### config.mk
export PLATFORM = sky130hd
export DESIGN_NAME = dna_syn_stream
export DESIGN_NICKNAME = d
export VERILOG_FILES = /design/src/rtl/dna_pkg.sv /design/src/rtl/dna_sym_hist.sv /design/src/rtl/dna_syn_stream.sv
export SDC_FILE = /design/constraint.sdc
export NUM_CORES = 1
export LEC_CHECK = 0
export ABC_AREA = 1
export CAP_MARGIN = 10
export CORE_MARGIN = 4
export CORE_UTILIZATION = 55
export DETAILED_ROUTE_END_ITERATION = 10
export DONT_BUFFER_PORTS = 1
export HOLD_SLACK_MARGIN = 0.03
export PLACE_DENSITY = 0.69
export SYNTH_ARGS = -nofsm -noshare
export SYNTH_HDL_FRONTEND = slang
export SYNTH_SLANG_ARGS = --single-unit
### constraint.sdc
create_clock -name clk -period 10.7 [get_ports clk]
set_input_delay 2.14 -clock clk [delete_from_list [all_inputs] [get_ports clk]]
set_output_delay 2.14 -clock clk [all_outputs]
set_load 0.01 [all_outputs]
### src/rtl/dna_pkg.sv
// Shared definitions for the DNA syndrome stream: symbol type, the
// nucleotide encodings and the syndrome engine state enum.
package dna_pkg;

    typedef logic [1:0] sym_t;

    localparam sym_t SYM_A = 2'd0;
    localparam sym_t SYM_C = 2'd1;
    localparam sym_t SYM_G = 2'd2;
    localparam sym_t SYM_T = 2'd3;

    typedef enum logic {
        ACCUM = 1'b0,
        HOLD  = 1'b1
    } syn_state_t;

endpackage

### src/rtl/dna_sym_hist.sv
// Per-word symbol histogram. Holds one counter per symbol value and reports
// how many symbols already seen in the word are strictly greater than i_sym,
// which is the inversion increment contributed by i_sym.
module dna_sym_hist
    import dna_pkg::*;
#(
    parameter int N = 6
) (
    input  logic                       clk,
    input  logic                       i_clr,
    input  logic                       i_inc,
    input  sym_t                       i_sym,
    output logic [$clog2(N+1)-1:0]     o_gt_cnt
);

    localparam int CW = $clog2(N + 1);

    logic [CW-1:0] r_hist [4];

    // Count accepted symbols per value; clear wins over increment.
    always_ff @(posedge clk) begin
        if (i_clr) begin
            for (int v = 0; v < 4; v++) begin
                r_hist[v] <= '0;
            end
        end else if (i_inc) begin
            r_hist[i_sym] <= r_hist[i_sym] + CW'(1);
        end
    end

    // Sum the counters above i_sym; total is bounded by N-1 so CW bits suffice.
    always_comb begin
        o_gt_cnt = '0;
        for (int v = 0; v < 4; v++) begin
            if (2'(v) > i_sym) begin
                o_gt_cnt = o_gt_cnt + r_hist[v];
            end
        end
    end

endmodule

### src/rtl/dna_syn_stream.sv
// Streaming inversion / VT syndrome engine for N-symbol quaternary words.
// Optional macro DNA_SYN_MOD_EN: keep both sums as residues mod MOD;
// without it the sums wrap modulo 2^OUT_W and MOD is only range-checked.
module dna_syn_stream
    import dna_pkg::*;
#(
    parameter int N     = 6,
    parameter int OUT_W = 14,
    parameter int MOD   = 7
) (
    input  logic             clk,
    input  logic             rst,
    input  logic             in_valid,
    output logic             in_ready,
    input  logic [1:0]       in_sym,
    input  logic             in_last,
    output logic             out_valid,
    input  logic             out_ready,
    output logic [OUT_W-1:0] inv_sum,
    output logic [OUT_W-1:0] vt_sum,
    output logic             frame_err
);

    localparam int IW = $clog2(N + 1);
    localparam int VW = $clog2(3 * N + 1);

    if (N < 2 || MOD < 2) begin : g_param_chk
        $error("dna_syn_stream: N and MOD must both be at least 2");
    end

    syn_state_t       r_state;
    syn_state_t       w_next;
    logic [IW-1:0]    r_idx;
    logic [OUT_W-1:0] r_inv;
    logic [OUT_W-1:0] r_vt;
    logic             r_ferr;

    logic             w_xfer;
    logic             w_done;
    logic             w_last_idx;
    logic             w_close;
    logic [IW-1:0]    w_gt;
    logic [VW-1:0]    w_vt_inc;
    logic [OUT_W-1:0] w_inv_nx;
    logic [OUT_W-1:0] w_vt_nx;

    assign w_xfer     = in_valid && in_ready;
    assign w_done     = out_valid && out_ready;
    assign w_last_idx = (r_idx == IW'(N));
    assign w_close    = w_xfer && (w_last_idx || in_last);
    // i*s never exceeds 3N, so VW bits hold the product exactly.
    assign w_vt_inc   = VW'(r_idx) * VW'(in_sym);

    dna_sym_hist #(.N(N)) u_hist (
        .clk      (clk),
        .i_clr    (rst || w_done),
        .i_inc    (w_xfer),
        .i_sym    (sym_t'(in_sym)),
        .o_gt_cnt (w_gt)
    );

`ifdef DNA_SYN_MOD_EN
    localparam logic [OUT_W:0] MOD_W = (OUT_W + 1)'(MOD);

    // Fold a raw increment into [0, MOD).
    function automatic logic [OUT_W-1:0] mod_reduce(input logic [31:0] x);
        return OUT_W'(x % MOD);
    endfunction

    // Add two residues; one conditional subtract keeps the result below MOD.
    function automatic logic [OUT_W-1:0] mod_add(input logic [OUT_W-1:0] acc,
                                                 input logic [OUT_W-1:0] inc);
        logic [OUT_W:0] s;
        s = {1'b0, acc} + {1'b0, inc};
        if (s >= MOD_W) begin
            s = s - MOD_W;
        end
        return s[OUT_W-1:0];
    endfunction

    assign w_inv_nx = mod_add(r_inv, mod_reduce(32'(w_gt)));
    assign w_vt_nx  = mod_add(r_vt, mod_reduce(32'(w_vt_inc)));
`else
    assign w_inv_nx = r_inv + OUT_W'(w_gt);
    assign w_vt_nx  = r_vt + OUT_W'(w_vt_inc);
`endif

    // State register.
    always_ff @(posedge clk) begin
        if (rst) begin
            r_state <= ACCUM;
        end else begin
            r_state <= w_next;
        end
    end

    // Next state: close a word into HOLD, leave HOLD on the output handshake.
    always_comb begin
        w_next = r_state;
        case (r_state)
            ACCUM:   if (w_close)   w_next = HOLD;
            HOLD:    if (out_ready) w_next = ACCUM;
            default: w_next = ACCUM;
        endcase
    end

    // Handshake outputs decoded from state.
    always_comb begin
        in_ready  = (r_state == ACCUM);
        out_valid = (r_state == HOLD);
    end

    // Index and syndrome accumulators; the word restarts at index 1 on reset or handshake.
    always_ff @(posedge clk) begin
        if (rst || w_done) begin
            r_idx  <= IW'(1);
            r_inv  <= '0;
            r_vt   <= '0;
            r_ferr <= 1'b0;
        end else if (w_xfer) begin
            r_idx <= r_idx + IW'(1);
            r_inv <= w_inv_nx;
            r_vt  <= w_vt_nx;
            if (w_close) begin
                // Framing is wrong exactly when in_last and "index reached N" disagree.
                r_ferr <= in_last ^ w_last_idx;
            end
        end
    end

    assign inv_sum   = r_inv;
    assign vt_sum    = r_vt;
    assign frame_err = r_ferr;

endmodule
==> impl_metrics.json <==
{
  "area_growth_pct": 5.76,
  "maxCapViolCount": 0,
  "die_w_um": 76.8,
  "p_switching_mw": 0.110,
  "crit_path_start_kind": "primary input",
  "synth_edf_count": 12,
  "grt_usage_pct": 19.5,
  "cts_hold_buf": 0,
  "internal_power_mw": 0.288,
  "vdd_drop_max_mv": 0.0594,
  "max_clock_freq_mhz": 198,
  "clock_path_buffers": 2,
  "rsz0062_at_grt": "false",
  "hold-worst-slack_ns": 0.517,
  "grt_pass1_wl_um": 9470,
  "synth_top_area_cell": "dfxtp_1",
  "layout.cells.non_filler": 399,
  "clock_power_share_pct": 33.5,
  "yosys-top-cells-area": "dfxtp_1, edfxtp_1, nand2_1",
  "drc": 0,
  "dp_hpwl_um": 4050,
  "drt-initial-drc-count": 192,
  "insertion_delay_ns": 0.30,
  "synth_fp_nets": 372,
  "vias": 2119,
  "power_switching_share_pct": 27.6,
  "rows": 24,
  "maxSlewViolCount": 0,
  "overflow": 0,
  "rr_worst_depth": 21,
  "wl_um": 5250,
  "yosysSeqAreaShare_pct": 39.2,
  "start_util_pct": 58.2,
  "cts_root_buf": "clkbuf_8",
  "grt_pass1_vias": 2023,
  "cts_sinks": 45,
  "viasPerCell": 5.31,
  "avgSynthCellArea_um2": 7.57,
  "clkTransAtPathRegs_ns": 0.09,
  "critical_path_arrival_ns": 5.24,
  "synth_cells": 344,
  "skew_ns": 0.00810,
  "antennaDiodeCount": 0,
  "ctsResizeCount": 0,
  "tritoncts": "yes",
  "die-area_um2": 5900,
  "drtAntennaViolNets": 0,
  "seqPwrFrac_pct": 50.3,
  "holdPathStages": 2,
  "path_class": "primary input to flop",
  "grt_max_degree": 23,
  "synth_seq_cells": 45,
  "drt-pass1-iter-count": 6,
  "max_slew_margin_pct": 66.6,
  "cp.required_ns": 10.90,
  "timing.critical_path.fanout_max": 12,
  "power_frac_comb_pct": 16.2,
  "cts_max_level": 2,
  "antenna_found_initial": 0,
  "synth_top_area_share_pct": 25.4,
  "wl_per_cell_um": 13.2,
  "hold_class": "flop to flop",
  "die_h_um": 76.8,
  "tns_ns": 0,
  "worst_pin_slew_ns": 0.501,
  "place_area_um2": 2640,
  "cp-end-kind": "flop",
  "gp_congestion": 0.870,
  "fin_crit_sh_pct": 47.1,
  "hold_viol": 0,
  "async_reset_ff_share_pct": 0,
  "finalNetCount": 374,
  "io_buffers": 0,
  "p_leak_nw": 1.22,
  "boundaryPins": 38,
  "powerDensity_nw_per_um2": 144,
  "syn_area_um2": 2600,
  "synth.distinct_cells": 31,
  "post-cts-setup-buffer-count": 0,
  "design_area_um2": 2760,
  "dpl.cell_count": 391,
  "status": "complete, no violations",
  "layout-drive-gt1-share_pct": 6.92,
  "fin_crit_ns": 5.04,
  "numCtsBuffers": 5,
  "synth_flop_cell": "dfxtp_1",
  "ys_warn_count": 0,
  "finalSetupViolCount": 0,
  "core_um2": 4470
}
## registers in the layout (all words and copies together) (netlist names)
register and count:
out_valid 1, u_hist.r_hist 12, inv_sum 14, vt_sum 14
r_idx 3, frame_err 1
## power groups by stage
stage	combinational, mW	sequential, mW	clock, mW
floorplan	0.0526	0.200	0
global placement	0.0616	0.204	0
detailed placement	0.0644	0.204	0
CTS	0.0652	0.200	0.137
global route	0.0755	0.202	0.144
finish	0.0645	0.200	0.133
## area by class of cell
| cell class | instances | area [µm²] |
|---|---|---|
| Sequential cell | 45 | 1020 |
| Clock buffer | 7 | 87.6 |
| Inverter | 55 | 206 |
| Multi-Input combinational cell | 238 | 1340 |
| Fill cell | 411 | 1720 |
| Tap cell | 52 | 65.1 |
| Timing Repair Buffer | 1 | 7.51 |
| Clock inverter | 1 | 30.0 |
## metrics by stage
stage	util [%]	total power, mW	setup WS, ns
after global routing	61.6	0.421	5.34
final	61.6	0.398	5.66
after floorplan	-	0.253	5.44
after detailed placement	58.9	0.269	5.33
after CTS	61.6	0.403	5.66
after global placement	58.9	0.265	5.41
## critical path: stages
cell and delay, ns:
nor2_1 0.18, inv_1 0.11, nor2_1 0.11, ha_1 0.15, inv_1 0.04, fa_1 0.41, or2_2 0.30, fa_1 0.41
xnor2_1 0.18, nand2_1 0.08, nand2_1 0.06, nor2_1 0.04, ha_1 0.30, nand2_1 0.07, nand2_1 0.08, nand2_1 0.08
nor2_4 0.14, nand2_2 0.07, nor2_2 0.11, nand2_1 0.06, nand2_1 0.05, nor2_1 0.04
## layer usage
metal | wire [µm] | global-route usage, % | vias to the layer above
met5 | 0 | 0 | -
met4 | 88 | 6.52 | 0
met3 | 414 | 6.21 | 9
met1 | 2410 | 24.9 | 951
li1 | - | - | 1099
met2 | 2330 | 31.1 | 60
## Yosys cell counts, types with 3 or more instances
| cell | instances |
|---|---|
| nor3_1 | 8 |
| a21oi_1 | 18 |
| nor2_1 | 49 |
| a22o_1 | 3 |
| nand2_1 | 75 |
| or2_2 | 3 |
| nor2_4 | 5 |
| fa_1 | 6 |
| inv_1 | 54 |
| nand3_1 | 13 |
| edfxtp_1 | 12 |
| dfxtp_1 | 33 |
| o21ai_0 | 19 |
| ha_1 | 15 |
| buf_4 | 4 |
| nand4_1 | 4 |
## final timing paths
check | from | end | slack [ns]
hold / removal | r_idx[2] | r_idx[2] | 0.52
setup reg to reg | u_hist.r_hist[1][0] | inv_sum[10] | 7.39
hold reg to reg | r_idx[2] | r_idx[2] | 0.52
setup / recovery | in_sym[0] | inv_sum[10] | 5.66
## cell usage in the layout (no fill, tap or decap)
cell type / instances
inv_2: 1
nand2_1: 75
o21ai_1: 1
and3_1: 2
a21oi_2: 1
bufinv_16: 1
xnor2_1: 2
nor3_1: 8
o22ai_1: 1
a22o_1: 3
nand3b_1: 2
or2_2: 3
nor3b_1: 1
ha_1: 15
clkbuf_2: 1
edfxtp_1: 12
nor2_2: 2
nand3_1: 13
nand4_1: 4
clkbuf_8: 6
o21ai_0: 19
xor2_1: 2
nand3_2: 1
dfxtp_1: 33
a22oi_1: 2
a21oi_1: 18
buf_4: 1
nor2_4: 5
fa_1: 6
inv_1: 54
o21a_1: 1
nor2_1: 49
nand2_2: 2
## kinds of logic (layout without fill, tap and decap cells)
family	after synthesis	in the layout	share of synthesized area [%]
flip-flops	45	45	39.2
buffers and inverters	61	64	9.46
AO/OA/AOI/OAI	46	46	9.75
adder cells (fa/ha/maj)	21	21	11.8
AND/OR/NAND/NOR	167	167	28.4
XOR/XNOR	4	4	1.35
Note: power is estimated with default switching activity, not from simulation.
